## config.mk

```make
export PLATFORM = sky130hd
export DESIGN_NAME = hazard_ctrl
export DESIGN_NICKNAME = d
export VERILOG_FILES = /design/src/rtl/hazard_ctrl.sv
export SDC_FILE = /design/constraint.sdc
export NUM_CORES = 1
export LEC_CHECK = 0
export BUFFER_PORTS_ARGS = -buffer_cell sky130_fd_sc_hd__buf_2
export CAP_MARGIN = 20
export CORE_MARGIN = 2
export CORE_UTILIZATION = 40
export CTS_BUF_LIST = sky130_fd_sc_hd__clkbuf_8
export DETAILED_ROUTE_END_ITERATION = 12
export PLACE_DENSITY = 0.75
export SLEW_MARGIN = 25
export SYNTH_ARGS = -nofsm -noshare
export SYNTH_HDL_FRONTEND = slang
export SYNTH_SLANG_ARGS = --single-unit
```

## constraint.sdc

```tcl
create_clock -name clk -period 8.8 [get_ports clk]
set_input_delay 2.64 -clock clk [delete_from_list [all_inputs] [get_ports clk]]
set_output_delay 2.64 -clock clk [all_outputs]
set_load 0.005 [all_outputs]
```

## src/rtl/hazard_ctrl.sv

```systemverilog
// Pipeline hazard controller: load-use stall, taken-branch flush and a
// fixed-latency mul/div freeze, plus stall and flush event counters.
module hazard_ctrl #(
  parameter int unsigned MUL_LAT = 4,
  parameter int unsigned DIV_LAT = 32,
  parameter int unsigned CNT_W   = 6
) (
  input  logic        clk,
  input  logic        rst_n,
  input  logic [4:0]  Rreg_addr1_2,
  input  logic [4:0]  Rreg_addr2_2,
  input  logic        use_rs2,
  input  logic        use_rt2,
  input  logic        MemRead3,
  input  logic [4:0]  Wreg_addr3,
  input  logic        PCSrc3,
  input  logic        MulDiv3,
  input  logic        IsDiv3,
  output logic        PCWrite,
  output logic        IFIDWrite,
  output logic        IFID_flush,
  output logic        IDEXWrite,
  output logic        IDEX_bubble,
  output logic        EXMEM_bubble,
  output logic        md_start,
  output logic        md_busy,
  output logic [31:0] stall_cycles,
  output logic [31:0] flush_count
);

  localparam int unsigned EVT_W = 32;
  localparam logic [CNT_W-1:0] MUL_INIT = CNT_W'(MUL_LAT - 2);
  localparam logic [CNT_W-1:0] DIV_INIT = CNT_W'(DIV_LAT - 2);

  typedef enum logic {RUN = 1'b0, BUSY = 1'b1} state_t;

  state_t           r_state, w_state_nxt;
  logic [CNT_W-1:0] r_cnt, w_cnt_nxt;
  logic [EVT_W-1:0] r_stall_cycles, r_flush_count;
  logic             w_lu;

  // Load-use: EX load writes a register the ID instruction reads
  assign w_lu = MemRead3 && (Wreg_addr3 != 5'd0) &&
                ((use_rs2 && (Rreg_addr1_2 == Wreg_addr3)) ||
                 (use_rt2 && (Rreg_addr2_2 == Wreg_addr3)));

  // State and busy counter
  always_ff @(posedge clk or negedge rst_n) begin
    if (!rst_n) begin
      r_state <= RUN;
      r_cnt   <= '0;
    end else begin
      r_state <= w_state_nxt;
      r_cnt   <= w_cnt_nxt;
    end
  end

  // Next state and pipeline controls
  always_comb begin
    w_state_nxt  = r_state;
    w_cnt_nxt    = r_cnt;
    PCWrite      = 1'b1;
    IFIDWrite    = 1'b1;
    IFID_flush   = 1'b0;
    IDEXWrite    = 1'b1;
    IDEX_bubble  = 1'b0;
    EXMEM_bubble = 1'b0;
    md_start     = 1'b0;
    md_busy      = 1'b0;
    case (r_state)
      RUN: begin
        if (PCSrc3) begin
          IFID_flush  = 1'b1;
          IDEX_bubble = 1'b1;
        end else if (MulDiv3) begin
          md_start     = 1'b1;
          PCWrite      = 1'b0;
          IFIDWrite    = 1'b0;
          IDEXWrite    = 1'b0;
          EXMEM_bubble = 1'b1;
          w_cnt_nxt    = IsDiv3 ? DIV_INIT : MUL_INIT;
          w_state_nxt  = BUSY;
        end else if (w_lu) begin
          PCWrite     = 1'b0;
          IFIDWrite   = 1'b0;
          IDEX_bubble = 1'b1;
        end
      end
      BUSY: begin
        md_busy = 1'b1;
        // Counter reaching zero marks the release cycle
        if (r_cnt != '0) begin
          PCWrite      = 1'b0;
          IFIDWrite    = 1'b0;
          IDEXWrite    = 1'b0;
          EXMEM_bubble = 1'b1;
          w_cnt_nxt    = r_cnt - CNT_W'(1);
        end else begin
          w_state_nxt = RUN;
        end
      end
      default: w_state_nxt = RUN;
    endcase
  end

  // Event counters, wrapping modulo 2^32
  always_ff @(posedge clk or negedge rst_n) begin
    if (!rst_n) begin
      r_stall_cycles <= '0;
      r_flush_count  <= '0;
    end else begin
      if (!PCWrite)  r_stall_cycles <= r_stall_cycles + EVT_W'(1);
      if (IFID_flush) r_flush_count <= r_flush_count + EVT_W'(1);
    end
  end

  assign stall_cycles = r_stall_cycles;
  assign flush_count  = r_flush_count;

endmodule
```

==> results of run 1 <==
sequential cells by signal, indices dropped and copies added (netlist names):
register	count
flush_count	32
r_state	1
r_cnt	6
stall_cycles	32
cells by family after synthesis:
| group | after synthesis |
|---|---|
| AND/OR/NAND/NOR | 133 |
| XOR/XNOR | 75 |
| flip-flops | 71 |
| buffers and inverters | 15 |
| AO/OA/AOI/OAI | 13 |
| adder cells (fa/ha/maj) | 4 |
| multiplexers | 1 |
area by class of cell:
type	instances	area (um^2)
clock buffer	11	151
clock inverter	5	80.1
fill	763	4000
inverter	7	26.3
multi-input combinational	226	1570
sequential	71	1780
tap	105	131
timing repair buffer	96	485
final timing paths:
check                                              end  slack, ns  cells past startpoint
max reg2reg                flush_count[29]$_DFFE_PN0P_       6.03                      6
min reg2reg                flush_count[31]$_DFFE_PN0P_       0.47                      1
min                        flush_count[31]$_DFFE_PN0P_       0.47                      1
max in group asynchronous  flush_count[24]$_DFFE_PN0P_       5.70                      2
max                                          IFIDWrite       1.76                      8
min in group asynchronous   flush_count[7]$_DFFE_PN0P_       2.49                      2
per-stage QoR:
stage | utilization, % | cells | hold slack, ns | total power [uW] | area [um^2]
floorplan | - | 312 | 0.465 | 595 | 3400
global placement | 48.5 | 505 | 0.453 | 678 | 3990
detailed placement | 48.5 | 505 | 0.460 | 689 | 3990
CTS | 51.3 | 521 | 0.470 | 989 | 4220
global route | 51.3 | 521 | 0.485 | 1040 | 4220
finish | 51.3 | 521 | 0.472 | 974 | 4220
critical path: cells and delay by family:
family                    cells  cell delay, ns
and+or+nand+nor               1            0.32
xor gates and xnor gates      1            0.17
AOI/OAI and AO/OA             2            0.51
buffers and inverters         4            0.75
report_power, final:
group | leakage (uW) | internal [uW] | total, uW | switching [uW]
sequential | 0.000909 | 374 | 432 | 57.7
combinational | 0.000960 | 106 | 246 | 140
clock | 0.000112 | 175 | 297 | 122
metal layers:
| layer | GRT usage (%) | wire, um |
|---|---|---|
| met1 | 21.0 | 3260 |
| met2 | 28.3 | 3500 |
| met3 | 4.93 | 453 |
| met4 | 3.69 | 40 |
| met5 | 0 | 0 |
synthesized netlist by cell type (4+ instances only):
library cell	number	area (um^2)
and2_1	6	37.5
and3_1	8	50.1
and4_1	5	43.8
dfrtp_1	71	1780
ha_1	4	50.1
inv_1	5	18.8
nand2_1	28	105
nand3_1	21	105
nand4_1	22	138
nor2_1	17	63.8
nor3_2	7	70.1
nor4_1	6	37.5
xnor2_1	47	412
xor2_1	28	245
==> key figures, run 1 <==
Status
  • Status: completed

Floorplan
  • Row cnt: 33
  • Initial Utilization: 41.4%
  • Die ar.: 9270 um^2
  • Core footprint: 8220 um^2
  • Die W: 96.3 um
  • Chip Height: 96.3 um
  • # IOs: 95

Clock network
  • CTS sink cnt: 71
  • CTS Buf Count: 9
  • Cts repair resizes: 0
  • CTS H-tree lvls: 3
  • Clock Path Buffers: 2
  • Clock root cell: clkbuf_8
  • Worst-path clk slew: 0.08 ns
  • CTS tree: yes
  • Cts-stage hold buffer count: 0
  • Post-CTS Setup Inserts: 0
  • Worst-Skew Late Latency: 0.33 ns

Synthesis
  • Netlist cell types: 36
  • Main combinational cell family by area after synthesis: simple AND/OR/NAND/NOR gates
  • Seq cells post-synth: 71
  • Post-synth EDFFs: 0
  • Synth async-reset ratio: 100%
  • Top FF cell, synth: dfrtp_1
  • Synth Area in Compound Gates: 2.50%
  • Sequential share of the synthesized area: 52.2%
  • Synthesized area per cell: 10.9 um^2
  • Simple-gate share of the synthesized area: 22.1%
  • Adder-Cell Fraction of Synth Area: 1.47%
  • Post-Syn Nets: 339
  • Cell count after synthesis: 312
  • Warnings, synthesis: 0
  • Post-synthesis mux area share: 0.331%
  • XOR/XNOR Fraction of Synth Area: 19.3%
  • Cell area after synthesis: 3400 um^2

Route
  • DR vias/cell: 5.04
  • Avg WL per Cell: 13.9 um
  • DRT Pass-1 Iters: 4
  • Routed Antenna Nets: 0
  • DRC Markers: 0
  • First DRT Iteration DRCs: 41
  • Final WL: 7.25 mm
  • Via count: 2628

Timing
  • RSZ-0062 raised after global routing: false
  • Worst slew pin tran: 0.890 ns
  • Post-route clock skew: 0.00787 ns
  • Min Tclk post-route: 7.04 ns
  • Final setup viols: 0
  • Setup ws final: 1.76 ns
  • Relative slew slack: 40.7%
  • Slew Limit Fails: 0
  • Max Freq: 142 MHz
  • Sum Neg Setup Slack: 0 ns
  • Fin crit share: 80.0%
  • Fin. Hold Viols: 0

Cells and area
  • Layout cells sized above 1: 29.8%
  • Area Overhead vs Synth: 23.9%
  • ANT cells: 0
  • Final #Nets: 438
  • Most common cell after layout, fill and taps aside: buf_2
  • Commonest cells after routing, fill and taps aside: buf_2 (94), dfrtp_1 (71), xnor2_1 (47)

Worst setup path
  • Worst Path Required: 6.16 ns
  • CP Max Fanout: 20
  • R2r startpoint: r_state$_DFF_PN0_
  • Crit path DAT: 4.40 ns
  • Slowest CP cell: nor4_1
  • Max incr delay on CP: 0.32 ns
  • Crit end category: primary output
  • Most used cell, CP: buf_2
  • CP Cell Sequence: buf_2, xor2_1, nor4_1, a32oi_1, o41ai_4, buf_4, inv_2, buf_2
  • CP startpoint kind: primary input
  • Setup CP Type: primary input to primary output
  • Crit. Startpoint: Wreg_addr3[3]

Placement
  • Final RePlAce weighted congestion: 0.786
  • Port Buffers: 94
  • Dpl hpwl: 5.39 mm
  • Dpl ws: 1.75 ns

GRT
  • First-pass GRT wire length: 12.0 mm
  • Gr usage total: 16.7%
  • Gr ovfl total: 0
  • Largest net degree at the start of global routing: 72
  • Initial antenna violation count: 0
  • Vias in the first global route: 2532

Hold path
  • Hold path start: flush_count[31]$_DFFE_PN0P_
  • Hold Path Class: flip-flop to flip-flop

Flow run
  • Max-cap viol count: 0

Power
  • VDD IR-drop max: 0.000125 V
  • Leakage: 0.00198 uW
  • Pwr Density: 231 nW/um^2
(Power assumes the default switching activity.)
==> run 2, diff against run 1 <==
- clock period: 8.8 -> 6.48 ns (I/O delays scaled with it)
==> run 2 against run 1 <==
  * Cell area barely moved
  * Critical path depth unchanged
  * Setup slack worse by 0.86 ns
  * Clock skew up 0.0045 ns
  * Via count rose by 1.1%
  * Clock power rose by 34%
  * Combinational power grew 38%
==> key figures, run 2 (synthesis gave the netlist of run 1 again) <==
Status
  • Status: completed

Worst setup path
  • CP Max Fanout: 20 (unchanged)
  • Setup CP Type: primary input to primary output
  • Crit end category: primary output
  • CP startpoint kind: primary input
  • Crit path DAT: 3.64 ns (-0.76 ns)
  • Flop2flop setup slack: 3.83 ns (-2.20 ns)
  • R2r startpoint: r_cnt[0]$_DFFE_PN0P_
  • RR Endpoint: stall_cycles[28]$_DFFE_PN0N_
  • Worst Path Required: 4.54 ns (-1.62 ns)
  • R2R depth: 10 (+4)

Power
  • Internal: 874 uW (+34%)
  • Sw Pwr: 449 uW (+41%)
  • Comb pwr share: 25.7% (+0.5 points)
  • Proportion of power drawn by flip-flops and latches: 44.3% (about the same)
  • Share of total power in the clock network: 30.0% (-0.5 points)
  • Leakage: 0.00199 uW (+0.21%)
  • Pwr Density: 314 nW/um^2 (+36%)
  • VDD IR-drop max: 0.000173 V (+39%)
  • Sw Ratio: 33.9% (+1.1 points)

GRT
  • Initial antenna violation count: 0 (unchanged)
  • First-pass GRT wire length: 12.0 mm (about the same)
  • Vias in the first global route: 2536 (+0.16%)
  • Gr usage total: 16.7% (about the same)
  • Gr ovfl total: 0 (unchanged)
  • Largest net degree at the start of global routing: 72 (unchanged)

Clock network
  • Clock root cell: clkbuf_8
  • CTS Buf Count: 9 (unchanged)
  • CTS sink cnt: 71 (unchanged)
  • CTS tree: yes
  • Cts repair resizes: 0 (unchanged)
  • Cts-stage hold buffer count: 0 (unchanged)
  • CTS H-tree lvls: 3 (unchanged)
  • Post-CTS Setup Inserts: 0 (unchanged)
  • Worst-path clk slew: 0.08 ns (about the same)
  • Clock Path Buffers: 2 (unchanged)
  • Worst-Skew Late Latency: 0.34 ns (about the same)

Cells and area
  • ANT cells: 0 (unchanged)
  • Final #Nets: 439 (+0.23%)
  • Most common cell after layout, fill and taps aside: buf_2
  • Layout cells sized above 1: 30.0% (+0.17 points)
  • Area Overhead vs Synth: 24.0% (about the same)
  • Finished Cell Area: 4220 um^2 (about the same)
  • Commonest cells after routing, fill and taps aside: buf_2 (94), dfrtp_1 (71), xnor2_1 (47)

Hold path
  • Hold path start: flush_count[31]$_DFFE_PN0P_
  • Hold Path Class: flip-flop to flip-flop
  • Hold Path End: flush_count[31]$_DFFE_PN0P_
  • WHS Path Cells: 1 (unchanged)

Timing
  • Min Tclk post-route: 5.59 ns
  • Post-route clock skew: 0.0123 ns (+0.00448 ns)
  • Slew Limit Fails: 0 (unchanged)
  • Worst slew pin tran: 0.898 ns (+0.00771 ns)
  • Fin crit share: 86.2%
  • RSZ-0062 raised after global routing: false
  • Relative slew slack: 40.2% (-0.51 points)
  • Max Freq: 179 MHz
  • Final setup viols: 0 (unchanged)
  • Sum Neg Setup Slack: 0 ns (unchanged)
  • Fin. Hold Viols: 0 (unchanged)

Floorplan
  • Chip Height: 96.3 um (unchanged)
  • Die ar.: 9270 um^2 (unchanged)
  • # IOs: 95 (unchanged)
  • Die W: 96.3 um (unchanged)
  • Core footprint: 8220 um^2 (unchanged)
  • Initial Utilization: 41.4% (unchanged)
  • Row cnt: 33 (unchanged)

Placement
  • Dpl hpwl: 5.41 mm (+0.32%)
  • Placed cell areas: 4000 um^2 (+0.19%)
  • Final RePlAce weighted congestion: 0.788 (+0.25%)
  • Port Buffers: 94 (unchanged)

Route
  • DRC Markers: 0 (unchanged)
  • Avg WL per Cell: 14.1 um (+1.4%)
  • Via count: 2656 (+1.1%)
  • First DRT Iteration DRCs: 66 (+61%)
  • Routed Antenna Nets: 0 (unchanged)
  • DR vias/cell: 5.09 (+0.87%)
  • Final WL: 7.37 mm (+1.6%)
  • DRT Pass-1 Iters: 4 (unchanged)

Flow run
  • Max-cap viol count: 0 (unchanged)
[run 2: changes by cell type in the layout (fill, tap and decap cells not counted)]
cell,before,now
clkinv_4,0,2
buf_4,2,3
inv_6,0,2
clkbuf_8,11,9
clkinvlp_4,2,1
clkinv_2,1,0
[run 2: routing by layer]
metal / global-route usage, % / wire length [um]
met1: 22.2 / 3260
met2: 27.0 / 3620
met3: 3.52 / 450
met4: 5.71 / 31
met5: 0 / 0
[run 2: worst max path at each step]
stage | from | endpoint | slack (ns) | cells after the start
CTS | Wreg_addr3[3] | PCWrite | 0.88 | 8
global route | Wreg_addr3[3] | IFIDWrite | 0.77 | 8
floorplan | Wreg_addr3[3] | PCWrite | 1.28 | 7
global placement | Wreg_addr3[3] | PCWrite | 0.93 | 8
detailed placement | Wreg_addr3[3] | PCWrite | 0.88 | 8
finish | Wreg_addr3[3] | IFIDWrite | 0.89 | 8
[run 2: per-stage QoR]
stage / setup slack [ns] / hold slack [ns] / util (%) / cells / power [uW]
2_1_floorplan: 1.28 / 0.465 / - / 312 / 808
3_3_place_gp: 0.930 / 0.452 / 48.6 / 506 / 923
3_5_place_dp: 0.879 / 0.451 / 48.6 / 506 / 941
4_1_cts: 0.877 / 0.467 / 51.4 / 522 / 1340
5_1_grt: 0.766 / 0.481 / 51.4 / 522 / 1420
6_report: 0.893 / 0.461 / 51.4 / 522 / 1320
[run 2: area by class of cell]
type	instances	area, um^2
repair buffers	97	493
inverters	7	26.3
flip-flops and latches	71	1780
multi-input cells	226	1570
fillers	758	4000
clock buffers	9	124
well taps	105	131
clock inverters	7	103
[run 2: power groups by stage]
| stage | Clock [uW] | Sequential, uW | Combinational (uW) |
|---|---|---|---|
| floorplan | 0 | 579 | 229 |
| global placement | 0 | 591 | 332 |
| detailed placement | 0 | 594 | 347 |
| CTS | 411 | 587 | 347 |
| global route | 433 | 599 | 385 |
| finish | 397 | 587 | 340 |
[run 2: critical path, stage by stage]
cell	delay, ns
buf_2	0.12
xor2_1	0.15
nor4_1	0.27
a32oi_1	0.20
o41ai_4	0.30
buf_4	0.28
inv_2	0.19
buf_2	0.17
